### config.mk
export PLATFORM = sky130hd
export DESIGN_NAME = timer_prescaler
export DESIGN_NICKNAME = d
export VERILOG_FILES = /design/src/rtl/timer_prescaler.sv
export SDC_FILE = /design/constraint.sdc
export NUM_CORES = 1
export LEC_CHECK = 0
export CAP_MARGIN = 20
export CORE_AREA = 2 2 39 41
export CTS_CLUSTER_SIZE = 12
export DETAILED_ROUTE_END_ITERATION = 8
export DIE_AREA = 0 0 41 43
export GPL_ROUTABILITY_DRIVEN = 0
export GPL_TIMING_DRIVEN = 0
export PLACE_DENSITY = 0.64
export SYNTH_ARGS = -nofsm -noshare
export SYNTH_HDL_FRONTEND = slang
export SYNTH_SLANG_ARGS = --single-unit
### constraint.sdc
create_clock -name clk -period 2 [get_ports clk]
set_clock_uncertainty 0.2 [all_clocks]
set_input_delay 0.3 -clock clk [delete_from_list [all_inputs] [get_ports clk]]
set_output_delay 0.3 -clock clk [all_outputs]
set_load 0.05 [all_outputs]
### src/rtl/timer_prescaler.sv
// Prescale counter: tick_c fires when the counter matches psc, then the counter restarts at 0.
module timer_prescaler #(
  parameter int unsigned PRESCALE_W = 8
) (
  input  logic                  clk,
  input  logic                  rst,
  input  logic                  clr,
  input  logic                  en,
  input  logic [PRESCALE_W-1:0] psc,
  output logic                  tick_c
);

  logic [PRESCALE_W-1:0] cnt_q, cnt_d;

  always_comb begin
    cnt_d  = cnt_q;
    tick_c = (cnt_q == psc);
    if (clr) begin
      cnt_d = '0;
    end else if (en) begin
      cnt_d = tick_c ? '0 : PRESCALE_W'(cnt_q + PRESCALE_W'(1));
    end
  end

  always_ff @(posedge clk) begin
    if (rst) begin
      cnt_q <= '0;
    end else begin
      cnt_q <= cnt_d;
    end
  end

endmodule

After elaboration in Yosys (flattened, before gate mapping)
Index checks and enable logic that the tools add are counted.

Register bits after elaboration: 8. Bits of input ports: 12. Output and inout bits: 1. Word-level logic and storage cells: 5.

Add/sub/neg operators: 1. Equality and inequality tests: 1. Muxes and demuxes: 1. Reduce and logical (&&, ||, !) cells: 1.

Operators with widths (number): $add 8x1->8 const B (1); $eq 8x8->1 (1); $mux 8 (1); $reduce_or 2->1 (1).

Logic depth before layout (Yosys ltp)
Depth after elaboration: 2. Gate-level depth with buffers: 5. Mapped depth without buffers: 4.

Worst setup path after synthesis
No wires, ideal clock.

Path kind: reg2out. Start: reg cnt_q[2]. End: out tick_c. Arrival: 1.368 ns. Required time: 1.500 ns. Setup slack: 0.132 ns. Stages on the path, launching flop included: 4. Path buffers: 0. Cells stage by stage: dfxtp_1 > xnor2_1 > nand4_1 > nor2_1.

Cells in the longest elaborated chain, start to end: 1.

Ends and longest elaborated chain: start: declaration (RTL line 13) `logic [PRESCALE_W-1:0] cnt_q, cnt_d;`; start signal: assignment (RTL line 29) `cnt_q <= cnt_d;`; $eq 8x8->1 (RTL line 17) `tick_c = (cnt_q == psc);`; end: declaration (RTL line 10) `output logic tick_c`.

Every way passes these cells.

Worst setup path in the final report
Start: in psc[2]. End: out tick_c.

Cells in the longest elaborated chain, start to end: 1.

Ends and longest elaborated chain: start: declaration (RTL line 9) `input logic [PRESCALE_W-1:0] psc,`; $eq 8x8->1 (RTL line 17).

Every way passes these cells.

==> results by group <==
Layout
  – Regs by FF count: cnt_q: 8 flops
  – Largest register FFs: 8
  – Ant diodes: 0
  – Layout cells sized above 1: 10.9%
  – Area delta synth->final: 35.2%
  – Total area of multi-input combinational cells: 270 um^2
  – Filler cell count: 149
  – Seq. cell area: 160 um^2
  – Final cell count without fillers: 80
  – Final core utilization: 43.8%
  – Top reg by flops: cnt_q
  – Fin nets: 79

Clock tree
  – TritonCTS clock tree: yes
  – Worst-skew pair later-pin latency: 0.25 ns
  – CTS Root Buffer Type: clkbuf_4
  – Clock Tree Buf Depth: 2
  – CTS Buf Count: 3
  – Reg clk slew, reported paths: 0.05 ns
  – CTS H-tree lvls: 1
  – Post-CTS Hold Fix Bufs: 0
  – Clock net sink count: 8

Global route
  – Number of global-route vias before repair: 348
  – First-pass GRT wire length: 1.32 mm
  – Global route overflow: 0
  – Total global-route track usage: 11.2%
  – Largest net degree at the start of global routing: 9
  – Initial antenna violation count: 0

Critical path
  – CP Max Fanout: 2
  – CP Class: in2out
  – Worst EP arrival: 1.42 ns
  – Buf+Inv Stages, Crit Path: 2
  – CP max-delay cell: clkdlybuf4s50_1
  – Max incr delay on CP: 0.48 ns
  – Worst Setup Start Kind: input pin
  – Crit-path cells: clkdlybuf4s50_1 > xnor2_1 > nand4_1 > nor2_1 > buf_4
  – Crit path max-delay family: buffers and inverters
  – Crit end category: output pin
  – Worst Path Required: 1.50 ns

Die
  – Core area: 1380 um^2
  – Height of the chip: 43 um
  – Starting density of the core: 32.4%
  – DIE AREA: 1760 um^2
  – Core Rows: 14
  – Die X-Extent: 41 um
  – I/O pin cnt: 13

Power and ir drop
  – Leakage: 0.208 nW
  – Power Total: 0.333 mW
  – Worst vdd ir: 0.270 mV
  – Power Density: 549 nW/um^2

Worst hold path
  – Min-delay worst type: in2reg

Synthesis
  – Leading area contributor after synthesis: dfxtp_1
  – Cell Area, Synth: 448 um^2
  – Synth top area cells: dfxtp_1 36%, xnor2_1 22%, nor2_1 9.2%, xor2_1 7.8%, nand4_1 7.0%
  – Sequential share of the synthesized area: 35.8%
  – Post-synthesis area per instance: 9.14 um^2
  – Synth Warn #: 0
  – Syn Inst Count: 49
  – Synth Net Count: 62
  – Yosys cell types: 13
  – Synthesized flop and latch total: 8
  – Post-synth top area share: 35.8%

STA
  – Max-slew violation count: 0
  – Final Setup Violations: 0
  – Period utilisation layout: 95.8%
  – Achievable frequency: 522 MHz
  – Unrepaired setup endpoints after global routing: no
  – Slew headroom: 74.3%
  – Slew at the pin closest to its max-slew limit: 0.386 ns
  – Final Hold Viols: 0
  – Tmin final: 1.92 ns

Status
  – Outcome: finished clean

Routing
  – Pre-antenna DRT Iters: 4
  – Initial DRC Count: 4
  – Routed len/inst: 10.2 um
  – Routed Antenna Nets: 0
  – Via density: 4.63
  – DRC: 0
  – DR vias: 370
  – WL final: 815 um

Run
  – Max Cap Violations: 0

Placement
  – DP Wirelength: 620 um
  – Placed Instances: 76
  – Port Buf Inserts: 11
metrics by stage:
step	cell area [um^2]	worst slack, ns	hold slack (ns)	TNS [ns]
after floorplan	448	0.132	0.305	0
after global placement	578	-0.527	0.323	-0.527
after detailed placement	578	-0.544	0.336	-0.544
after CTS	596	0.000615	0.142	0
after global routing	606	0.00484	0.176	0
final	606	0.0849	0.137	0
worst register-to-register path, cell delays in order (launching register included):
cell and delay [ns]:
dfxtp_1 0.41, xnor2_1 0.14, nand4_1 0.14, buf_4 0.17, o31ai_4 0.38, nor2_1 0.09
report_power, final:
group / leakage, nW / internal [mW] / switching [mW]
logic: 0.129 / 0.0311 / 0.0157
clock network: 0.0138 / 0.0686 / 0.0542
registers: 0.0646 / 0.161 / 0.00198
total: 0.208 / 0.261 / 0.0719
path summary, 6_finish.rpt:
check                   startpoint               endpoint  slack [ns]  cells after the start
max                         psc[2]                 tick_c        0.08                      5
min                             en  cnt_q[0]$_SDFFE_PP0P_        0.14                      3
max reg2reg  cnt_q[0]$_SDFFE_PP0P_  cnt_q[5]$_SDFFE_PP0P_        0.35                      5
min reg2reg  cnt_q[7]$_SDFFE_PP0P_  cnt_q[7]$_SDFFE_PP0P_        0.34                      2
area by class of cell:
cell class	count	share of cell area, %
multi-input cells	39	44.6
flip-flops and latches	8	26.4
repair buffers	12	19.0
clock buffers	3	3.72
well taps	16	3.31
plain buffers	1	2.27
inverters	1	0.620
cells in the final DEF (no fill, tap or decap), drive strengths merged:
master / netlist / layout
xor2: 4 / 4
xnor2: 11 / 11
nand4: 5 / 5
ha: 1 / 1
clkdlybuf4s50: 0 / 10
o31ai: 1 / 1
nand2: 3 / 3
nor2: 11 / 11
mux2i: 1 / 1
buf: 0 / 2
dfxtp: 8 / 8
inv: 1 / 1
clkbuf: 1 / 4
and3: 1 / 1
nor3: 1 / 1
cell usage after synthesis, drive strengths merged:
master,instances
mux2i,1
ha,1
dfxtp,8
xor2,4
nand2,3
nand4,5
nor3,1
nor2,11
and3,1
clkbuf,1
o31ai,1
xnor2,11
inv,1
kinds of logic after synthesis:
kind of cell	share of synthesized area, %
AND/OR/NAND/NOR	21.2
XOR/XNOR	29.3
multiplexers	2.23
adder cells (fa/ha/maj)	2.79
buffers and inverters	3.91
flip-flops	35.8
AO/OA/AOI/OAI	4.75
metal layers:
metal	share of wire, %	up-vias	GRT usage, %
met2	39	15	15.6
met3	8.2	5	1.57
li1	-	195	-
met1	48	155	13.9
met5	0	-	0
met4	4.7	0	10.0
what timing repair did:
action,in CTS,in global routing
buffers inserted,0,1
gates resized for setup,5,2
pin swaps,0,1
endpoints found under the setup margin,1,1
Power figures use the tool's default switching activity.
==> edit 1 (config.mk and constraints unchanged) <==
Register the output `tick_c`, with the module's reset; this adds one clock of latency there.
--- a/src/rtl/timer_prescaler.sv
+++ b/src/rtl/timer_prescaler.sv
@@ -12,2 +12,4 @@
 
+  logic tick_c_d;
+
   logic [PRESCALE_W-1:0] cnt_q, cnt_d;
@@ -16,3 +18,3 @@
     cnt_d  = cnt_q;
-    tick_c = (cnt_q == psc);
+    tick_c_d = (cnt_q == psc);
     if (clr) begin
@@ -20,3 +22,3 @@
     end else if (en) begin
-      cnt_d = tick_c ? '0 : PRESCALE_W'(cnt_q + PRESCALE_W'(1));
+      cnt_d = tick_c_d ? '0 : PRESCALE_W'(cnt_q + PRESCALE_W'(1));
     end
@@ -32,2 +34,10 @@
 
+  always_ff @(posedge clk) begin
+    if (rst) begin
+      tick_c <= '0;
+    end else begin
+      tick_c <= tick_c_d;
+    end
+  end
+
 endmodule
Function: changed (a bounded check fails within 4 cycles, from zero or initial values and one cycle with rst high).
==> edit 1 against the original RTL <==
Synthesized cell count up 2.0%. Combinational power fell by 4.5%. Cell count is 1.3% higher. Synthesized area up 2.8%. Sequential cell count is 1 higher. Power is 12% higher. Utilization increased by 0.81 points. Clock power up 17%. Sequential share of layout area rose by 2.8 points. Setup slack better by 0.045 ns. Global-route usage up 1.5 points. Routed wire length is 9.7% higher. Critical path type is now register to output port. Final area grew 1.9%.
==> edit 1: results (changes against the original RTL) <==
* Outcome: completed (unchanged)
* Met3 routed WL at 56 microns (was 67 microns)
* IO buf count at 11 (unchanged)
* GRT Util Overall at 12.7% (was 11.2%)
* Crit Reg-Reg Startpoint: cnt_q[2] (was cnt_q[0])
* Nets at 79 (unchanged)
* Reg2Reg Depth at 4 (was 5)
* Worst path max stage delay at 0.80 ns (was 0.48 ns)
* Synth Area in XOR/XNOR at 28.5% (was 29.3%)
* Layout cells sized above 1 at 7.69% (was 10.9%)
* Sequential fraction of the synthesis area at 39.1% (was 35.8%)
* PostCTS Resize Cnt at 0 (was 5)
* Routing usage on met3 at 3.14% (was 1.57%)
* Metal2 WL at 410 microns (was 318 microns)
* Met1 GRT Util at 15.9% (was 13.9%)
* Hold_ws at 0.194 ns (was 0.137 ns)
* Most frequent cells after synthesis: xnor2_1, nor2_1, dfxtp_1 (was nor2_1, xnor2_1, dfxtp_1)
* Initial DRC Count at 8 (was 4)
* Post-synthesis compound-gate area fraction at 4.62% (was 4.75%)
* Via count at 373 (was 370)
* Critical path fanouts, max at 1 (was 2)
* Leak pwr at 0.207 nW (was 0.208 nW)
* Slew headroom at 66.4% (was 74.3%)
* H-tree Lvls at 1 (unchanged)
* Crit path max-delay family: buffers and inverters (unchanged)
* Reg clk slew, reported paths at 0.07 ns (was 0.05 ns)
* Peak supply drop at 0.000238 V (was 0.000270 V)
* Flop-to-flop setup slack at 0.40 ns (was 0.35 ns)
* Post-Synth Adder-Cell Area at 2.72% (was 2.79%)
* Worst hold path type: input port to register (unchanged)
* Multiplexer area fraction after synthesis at 2.17% (was 2.23%)
* DRC viols at 0 (unchanged)
* Global-route wire length before repair at 1500 microns (was 1320 microns)
* Critical path launch point: tick_c (was psc[2])
* Longest Clk Path Bufs at 2 (unchanged)
* Sink of the worst hold path: cnt_q[1] (was cnt_q[0])
* DPL Wire Length at 680 microns (was 620 microns)
* M2 GR Usage at 18.4% (was 15.6%)
* Worst r2r dst: cnt_q[2] (was cnt_q[5])
* Hold path depth at 3 (unchanged)
* WL met1 at 412 microns (was 392 microns)
* Top cells by area, synth: dfxtp_1, xnor2_1, nor2_1 (unchanged)
* CTS Buf Count at 3 (unchanged)
* Total Routed Length at 894 microns (was 815 microns)
* Syn_nets at 63 (was 62)
* Number of global-route vias before repair at 358 (was 348)
* Largest regs: cnt_q: 8 flops, tick_c: 1 flops (was cnt_q: 8 flops)
* Largest net degree at the start of global routing at 9 (unchanged)
edit 1: cell count changes in the layout (fill, tap and decap cells not counted), sizes merged:
| cell | before | now |
|---|---|---|
| clkdlybuf4s50 | 10 | 11 |
| buf | 2 | 1 |
| nor3 | 1 | 2 |
| dfxtp | 8 | 9 |
| nor2 | 11 | 10 |
edit 1: layout make-up:
type	instances	area, sq um
inverters	1	3.75
repair buffers	11	110
plain buffers	1	5.00
well taps	16	20.0
fillers	140	767
flip-flops and latches	9	180
multi-input cells	39	272
clock buffers	4	26.3
edit 1: stage by stage:
stage          cell area (sq um)  cells  setup WS [ns]
2_1_floorplan                460     50          0.570
3_3_place_gp                 591     77         0.0261
5_1_grt                      617     81         0.0778
3_5_place_dp                 591     77         0.0266
4_1_cts                      617     81          0.113
6_report                     617     81          0.129
edit 1: where the power goes:
group / switching, mW / internal [mW]
Clock: 0.0666 / 0.0770
Combinational: 0.0159 / 0.0288
Sequential: 0.00214 / 0.181
Total: 0.0847 / 0.286
==> edit 2 (same flow settings) <==
Without the edit above. `PRESCALE_W`: 8 -> 6.
--- a/src/rtl/timer_prescaler.sv
+++ b/src/rtl/timer_prescaler.sv
@@ -2,3 +2,3 @@
 module timer_prescaler #(
-  parameter int unsigned PRESCALE_W = 8
+  parameter int unsigned PRESCALE_W = 6
 ) (
Interface: changed (resized psc); port bits go from 13 to 11. The function was not compared with the original's and may differ.
==> edit 2 against the original RTL <==
Global-route usage decreased by 3.1 points. Power decreased by 18%. Cell count decreased by 19%. Routed wire length decreased by 27%. Hold slack improved by 0.0069 ns. Final area decreased by 21%. Die area unchanged. Clock power decreased by 11%. Synthesized area decreased by 23%. Sequential cell count decreased by 2. Setup slack improved by 0.017 ns. Largest power group unchanged. Highest routed layer is now met3.
==> edit 2: results (changes against the original RTL) <==
* Sink of the worst hold path: cnt_q[0] (unchanged)
* Dominant synthesized flop cell: dfxtp_1 (unchanged)
* Initial DRC Count at 0 (was 4)
* Worst hold path type: input port to register (unchanged)
* Hold path depth at 3 (unchanged)
* Psw at 0.0585 mW (was 0.0719 mW)
* Root buf cell: clkbuf_4 (unchanged)
* Crit Reg-Reg Startpoint: cnt_q[2] (was cnt_q[0])
* CP arrival at 1.40 ns (was 1.42 ns)
* Min-delay src: en (unchanged)
* Placed cells at 62 (was 76)
* DR WL/cell at 9.17 microns (was 10.2 microns)
* Largest regs: cnt_q: 6 flops (was cnt_q: 8 flops)
* Outcome: completed (unchanged)
* Top cells by area, synth: dfxtp_1, xnor2_1, nor2_1 (unchanged)
* Post-Layout Cell Count at 65 (was 80)
* Sequential fraction of the synthesis area at 34.8% (was 35.8%)
* Global-route wire length before repair at 903 microns (was 1320 microns)
* Clock Sinks at 6 (was 8)
* GRT Util Overall at 8.05% (was 11.2%)
* Worst r2r dst: cnt_q[3] (was cnt_q[5])
* Netlist cell types at 13 (unchanged)
* Syn avg cell area at 9.33 sq um (was 9.14 sq um)
* Peak supply drop at 0.000209 V (was 0.000270 V)
* Antenna diode count at 0 (unchanged)
* Layout cells sized above 1 at 16.3% (was 10.9%)
* Tmin final at 1.90 ns (was 1.92 ns)
* Longest Clk Path Bufs at 2 (unchanged)
* Initial antenna violation count at 0 (unchanged)
* Flop-to-flop setup slack at 0.62 ns (was 0.35 ns)
* Number of global-route vias before repair at 243 (was 348)
* Initial DRT Pass Iterations at 1 (was 4)
* Reg2Reg Depth at 4 (was 5)
* Worst setup path endpoint: tick_c (unchanged)
* Most frequent cells after synthesis: nor2_1, xnor2_1, dfxtp_1 (unchanged)
* Leak pwr at 0.169 nW (was 0.208 nW)
* Syn_nets at 48 (was 62)
* Pre-CTS setup slack at -0.511 ns (was -0.544 ns)
* CTS Buf Count at 3 (unchanged)
* Async S/R FF share, synth at 0% (unchanged)
* Largest net degree at the start of global routing at 7 (was 9)
* DPL Wire Length at 465 microns (was 620 microns)
* H-tree Lvls at 1 (unchanged)
* Via/cell ratio at 4.20 (was 4.63)
* Hold_ws at 0.144 ns (was 0.137 ns)
* Remaining antenna violation count at 0 (unchanged)
* Clk Latency, worst-skew pair at 0.24 ns
* Critical path fanouts, max at 2 (unchanged)
* Ys Warns at 0 (unchanged)
* IO buf count at 9 (was 11)
* Reg clk slew, reported paths at 0.04 ns
* Post-CTS Repair Setup Buffers at 0 (unchanged)
* Slew headroom at 86.2% (was 74.3%)
* Critical path launch point: psc[2] (unchanged)
[edit 2: cell types whose count changed in the layout (fill, tap and decap cells not counted), moves of 2 or more]
cell and delta:
clkdlybuf4s50_1 -2, dfxtp_1 -2, nand4_1 -3, nor2_1 -2
xnor2_1 -4
[edit 2: final cells by class]
cell class	count	area [sq um]
repair buffers	9	87.6
fillers	158	908
flip-flops and latches	6	120
multi-input cells	30	218
clock buffers	3	22.5
plain buffers	1	7.51
well taps	16	20.0
[edit 2: per-stage QoR]
stage                     instance area (sq um)  TNS [ns]  total power, mW
final                                       475         0            0.273
after floorplan                             345         0            0.147
after global routing                        475         0            0.288
after global placement                      455    -0.502            0.167
after CTS                                   473         0            0.281
after detailed placement                    455    -0.511            0.167
[edit 2: power by group through the flow]
stage          Clock, mW  Sequential [mW]  Combinational [mW]
2_1_floorplan          0            0.125              0.0217
3_3_place_gp           0            0.125              0.0413
3_5_place_dp           0            0.126              0.0416
4_1_cts            0.116            0.123              0.0416
5_1_grt            0.121            0.123              0.0439
6_report           0.109            0.123              0.0412
[edit 2: layer usage]
metal,global-route usage (%),part of all wire [%]
met1,8.74,44
met2,10.9,49
met3,3.14,6.9
met4,8.00,0
met5,0,0
[edit 2: logic make-up (layout without fill, tap and decap cells)]
logic type	count (synthesis)	in the layout	synth area share, %
muxes	1	1	2.90
adders and majority gates	1	1	3.62
and+or+nand+nor	16	16	21.7
DFF	6	6	34.8
xor gates and xnor gates	11	11	30.1
AOI/OAI and AO/OA	1	1	4.71
buffers and inverters	1	13	2.17
[edit 2: critical path, stage by stage]
cell and delay, ns:
clkdlybuf4s50_1 0.47, xnor2_1 0.14, nand4_2 0.16, nor2_1 0.12, buf_4 0.20
[edit 2: timing repair]
action | in CTS | in global routing
gates resized for setup | 5 | 2
setup endpoints to repair | 1 | 1
hold buffers | 0 | 0
